--- config.mk ---
export PLATFORM = sky130hd
export DESIGN_NAME = if_id_fetch_stage
export DESIGN_NICKNAME = d
export VERILOG_FILES = /design/src/rtl/if_id_fetch_stage.sv
export SDC_FILE = /design/constraint.sdc
export NUM_CORES = 1
export LEC_CHECK = 0
export CORE_ASPECT_RATIO = 1.2
export CORE_UTILIZATION = 49
export CTS_CLUSTER_SIZE = 16
export DETAILED_ROUTE_END_ITERATION = 7
export GPL_TIMING_DRIVEN = 0
export PLACE_DENSITY = 0.83
export SETUP_SLACK_MARGIN = 0.05
export SKIP_LAST_GASP = 1
export SYNTH_ARGS = -nofsm -noshare
export SYNTH_HDL_FRONTEND = slang
export SYNTH_SLANG_ARGS = --single-unit
--- constraint.sdc ---
create_clock -name clk_i -period 3.76 [get_ports clk_i]
set_clock_uncertainty 0.2 [all_clocks]
set_input_delay 0.564 -clock clk_i [delete_from_list [all_inputs] [get_ports clk_i]]
set_output_delay 0.564 -clock clk_i [all_outputs]
set_load 0.01 [all_outputs]
--- src/rtl/if_id_fetch_stage.sv ---
// Instruction fetch stage with IF/ID pipeline register.
// Owns the PC; handles stall, flush and branch redirect.
module if_id_fetch_stage #(
  parameter logic [31:0] RESET_PC = 32'h0000_0000,
  parameter int          CNT_W    = 16
) (
  input  logic             clk_i,
  input  logic             rst_i,
  input  logic             stall_i,
  input  logic             flush_i,
  input  logic             branch_taken_i,
  input  logic [31:0]      branch_target_i,
  output logic [31:0]      imem_addr_o,
  input  logic [31:0]      imem_data_i,
  output logic [31:0]      instr_o,
  output logic [15:0]      imm16_o,
  output logic [31:0]      pc_plus4_o,
  output logic             valid_o,
  output logic [1:0]       state_o,
  output logic [CNT_W-1:0] bubble_cnt_o
);

  typedef enum logic [1:0] {
    S_RESET    = 2'd0,
    S_RUN      = 2'd1,
    S_STALL    = 2'd2,
    S_REDIRECT = 2'd3
  } state_t;

  typedef struct packed {
    logic [31:0] instr;
    logic [31:0] pc_plus4;
    logic        valid;
  } if_id_t;

  logic [31:0]      pc_q;
  logic [31:0]      pc_inc;
  logic [31:0]      tgt;
  if_id_t           ifid_q;
  state_t           state_q;
  logic [CNT_W-1:0] cnt_q;

  assign pc_inc = pc_q + 32'd4;
  assign tgt    = branch_target_i & ~32'd3;

  always_ff @(posedge clk_i) begin
    if (rst_i) begin
      pc_q <= RESET_PC;
    end else begin
      priority case (1'b1)
        branch_taken_i: pc_q <= tgt;
        stall_i:        pc_q <= pc_q;
        default:        pc_q <= pc_inc;
      endcase
    end
  end

  // Word fetched alongside a redirect is wrong-path: drop it.
  always_ff @(posedge clk_i) begin
    if (rst_i) begin
      ifid_q <= '0;
    end else begin
      priority case (1'b1)
        flush_i:        ifid_q <= '0;
        branch_taken_i: ifid_q <= '0;
        stall_i:        ifid_q <= ifid_q;
        default: begin
          ifid_q.instr    <= imem_data_i;
          ifid_q.pc_plus4 <= pc_inc;
          ifid_q.valid    <= 1'b1;
        end
      endcase
    end
  end

  always_ff @(posedge clk_i) begin
    if (rst_i) begin
      state_q <= S_RESET;
    end else if (state_q == S_RESET) begin
      state_q <= S_RUN;
    end else begin
      priority case (1'b1)
        branch_taken_i: state_q <= S_REDIRECT;
        flush_i:        state_q <= S_REDIRECT;
        stall_i:        state_q <= S_STALL;
        default:        state_q <= S_RUN;
      endcase
    end
  end

  always_ff @(posedge clk_i) begin
    if (rst_i) begin
      cnt_q <= '0;
    end else if (!ifid_q.valid && cnt_q != '1) begin
      cnt_q <= cnt_q + CNT_W'(1);
    end
  end

  assign imem_addr_o  = pc_q;
  assign instr_o      = ifid_q.instr;
  assign imm16_o      = ifid_q.instr[15:0];
  assign pc_plus4_o   = ifid_q.pc_plus4;
  assign valid_o      = ifid_q.valid;
  assign state_o      = state_q;
  assign bubble_cnt_o = cnt_q;

endmodule

==> reports/qor.txt <==
status - finished, final reports clean
final worst path period need - 3.12 ns
crit path setup slack, layout - 0.638 ns
cell types occupying the most area after synthesis - sky130_fd_sc_hd__dfxtp_1 40%, sky130_fd_sc_hd__mux2i_1 6.0%, sky130_fd_sc_hd__nor2_1 5.4%
CP startpoint kind - input pin
Post-Route WL - 18300 um
average footprint of a synthesized cell - 8.52 um^2
length of the first detailed-routing pass in iterations - 5
starting density of the core - 0.503
final core area utilization - 0.721
final hold viol count - 0
Placeable Area - 11000 um^2
leading register cell type out of synthesis - sky130_fd_sc_hd__dfxtp_1
# DRC - 0
Cells after Synth - 648
clock buffer depth - 2
max-slew violations - 0
Worst Tran Pin Value - 1.25 ns
hold crit path type - reg -> reg
net count reported at finish - 925
post-synthesis cell area - 5520 um^2
Gates resized, CTS repair - 0
number of buffers inserted during clock tree synthesis - 9
largest net degree at the start of global routing - 18
normalized max-slew margin - 0.161
global-route usage over all layers - 0.318
Async SR Flop Fraction - 0
clock-pin transition on the worst setup and hold timing paths - 0.07 ns
count leader, synth - sky130_fd_sc_hd__dfxtp_1
power density of the placed cells - 334 nW/um^2
Synth area leader - sky130_fd_sc_hd__dfxtp_1
count of flip-flops with a built-in enable after synthesis - 0
Synth warnings - 0
number of global-route vias before repair - 5868
Vias/cell - 5.96
LEAKAGE - 2.76 nW
data required time of the critical path - 3.78 ns
die area - 11700 um^2
period utilisation layout - 0.830
Skew-Pair Late Insertion Delay - 0.36 ns
number of antenna violations at the first check in global routing - 0
Cell variety after synth - 51
antenna violation net count after detailed routing - 0
clock root buffer - sky130_fd_sc_hd__clkbuf_16
clock sinks - 111
register bit total from synthesis - 111
ant diodes - 0
setup slack at placement - 0.361 ns
count of max-cap constraint violations - 0
ranking of synthesized cells by instance count - 111 x sky130_fd_sc_hd__dfxtp_1, 80 x sky130_fd_sc_hd__nor2_1, 36 x sky130_fd_sc_hd__o21ai_0, 35 x sky130_fd_sc_hd__clkbuf_1, 33 x sky130_fd_sc_hd__mux2i_1
maximum fanout along the worst path - 10
total of buffers placed on input and output ports - 192
kind of end point of the critical path - register
CTS tree - yes
routability cong. - 0.922
vertical die dimension - 118 um
Setup Viol. Count Final - 0
Die X - 98.9 um
Cell Rows - 42
count of fill cells added during filler insertion - 861
share of the synthesized area in the top cell type - 0.402
GR Overflow Total - 0
number of H-tree levels - 3
sum of negative setup slack - 0 ns
share of final-layout standard cells stronger than drive strength 1 - 0.0757
via count - 5909
buffers inserted during post-CTS setup optimization - 0
arrival time of the worst setup path - 3.15 ns
dpl hpwl - 13400 um
growth of design area from synthesis to finish - 43.4%
category of the most critical setup path - in -> reg
sequential element share of the synthesized area - 0.402
detailed-route wire length per cell - 18.5 um
first-pass GRT wire length - 29500 um
Achievable Freq - 0.320 GHz
starting DRC count in detailed routing - 380
maximum resistive drop on vdd - 0.237 mV
total I/O pin count - 200
number of hold buffers added after CTS - 0
setup repair after global routing missed its margin - no
registers in the layout, indices dropped and copies added (netlist names):
| register | cells |
|---|---|
| instr_o | 32 |
| state_o | 2 |
| imem_addr_o | 30 |
| bubble_cnt_o | 16 |
| valid_o | 1 |
| pc_plus4_o | 30 |
power by group:
part | total, W | switching [W] | leakage [nW] | internal (W)
logic | 0.000388 | 0.000180 | 1.71 | 0.000208
clock network | 0.000984 | 0.000448 | 0.149 | 0.000536
registers | 0.00127 | 0.0000541 | 0.906 | 0.00122
total | 0.00264 | 0.000682 | 2.76 | 0.00196
final cells by class:
type                            instances  area, um^2  share of cell area
Sequential cell                       111        2220               0.281
Buffer                                 71         358              0.0452
Multi-Input combinational cell        460        2920               0.369
Tap cell                              132         165              0.0209
Inverter                                9        33.8             0.00427
Timing Repair Buffer                  192        1920               0.243
Clock buffer                           11         243              0.0306
Clock inverter                          5        57.6             0.00727
metrics by stage:
step / power, W / std cells / area, um^2 / hold slack (ns)
floorplan: 0.00146 / 651 / 5530 / 0.286
global placement: 0.00167 / 975 / 7620 / 0.256
detailed placement: 0.00168 / 975 / 7620 / 0.257
CTS: 0.00264 / 991 / 7920 / 0.268
global route: 0.00274 / 991 / 7920 / 0.303
finish: 0.00264 / 991 / 7920 / 0.272
cell families after synthesis:
logic type | after synthesis | synth area share
multiplexers | 43 | 0.0802
AND/OR/NAND/NOR | 255 | 0.249
adder cells (fa/ha/maj) | 2 | 0.00453
XOR/XNOR | 21 | 0.0333
AO/OA/AOI/OAI | 135 | 0.159
other | 1 | 0.000679
buffers and inverters | 80 | 0.0709
flip-flops | 111 | 0.402
metal layers:
layer / vias up / track usage / part of all wire
li1: 2762 / - / -
met1: 2763 / 0.363 / 0.38
met2: 333 / 0.541 / 0.49
met5: - / 0 / 0
met4: 0 / 0.151 / 0.034
met3: 51 / 0.0917 / 0.095
path summary, 6_finish.rpt:
check	start	to	slack [ns]	cells after the start
worst min-delay path	pc_plus4_o[4]	pc_plus4_o[4]	0.27	2
worst min register to register	pc_plus4_o[4]	pc_plus4_o[4]	0.27	2
worst max-delay path	stall_i	instr_o[13]	0.64	7
worst max register to register	bubble_cnt_o[0]	bubble_cnt_o[0]	1.01	5
cells in the final DEF (no fill, tap or decap), drive strengths merged, types with 2 or more instances in the layout:
master,count
inv,9
nor2b,15
or4,19
clkdlybuf4s50,192
o21a,3
and3,4
nand2,30
or2,3
nand2b,5
or3,16
o31ai,14
a31oi,9
nand4,15
o21ai,36
buf,36
o31a,2
conb,4
nor2,80
clkinv,4
a2111oi,5
mux2,10
xnor2,15
nor3,19
xor2,6
ha,2
a311oi,20
and4,12
dfxtp,111
a21oi,29
clkbuf,46
nand3,14
and2,2
nor4,13
a211oi,15
and4b,2
mux2i,33
worst max-delay path: stages:
cell                              delay (ns)
sky130_fd_sc_hd__clkdlybuf4s50_1        0.51
sky130_fd_sc_hd__clkbuf_1               0.43
sky130_fd_sc_hd__clkbuf_1               0.41
sky130_fd_sc_hd__clkbuf_1               0.52
sky130_fd_sc_hd__buf_2                  0.41
sky130_fd_sc_hd__mux2i_1                0.24
sky130_fd_sc_hd__nor2_1                 0.06
(Power assumes the default switching activity.)
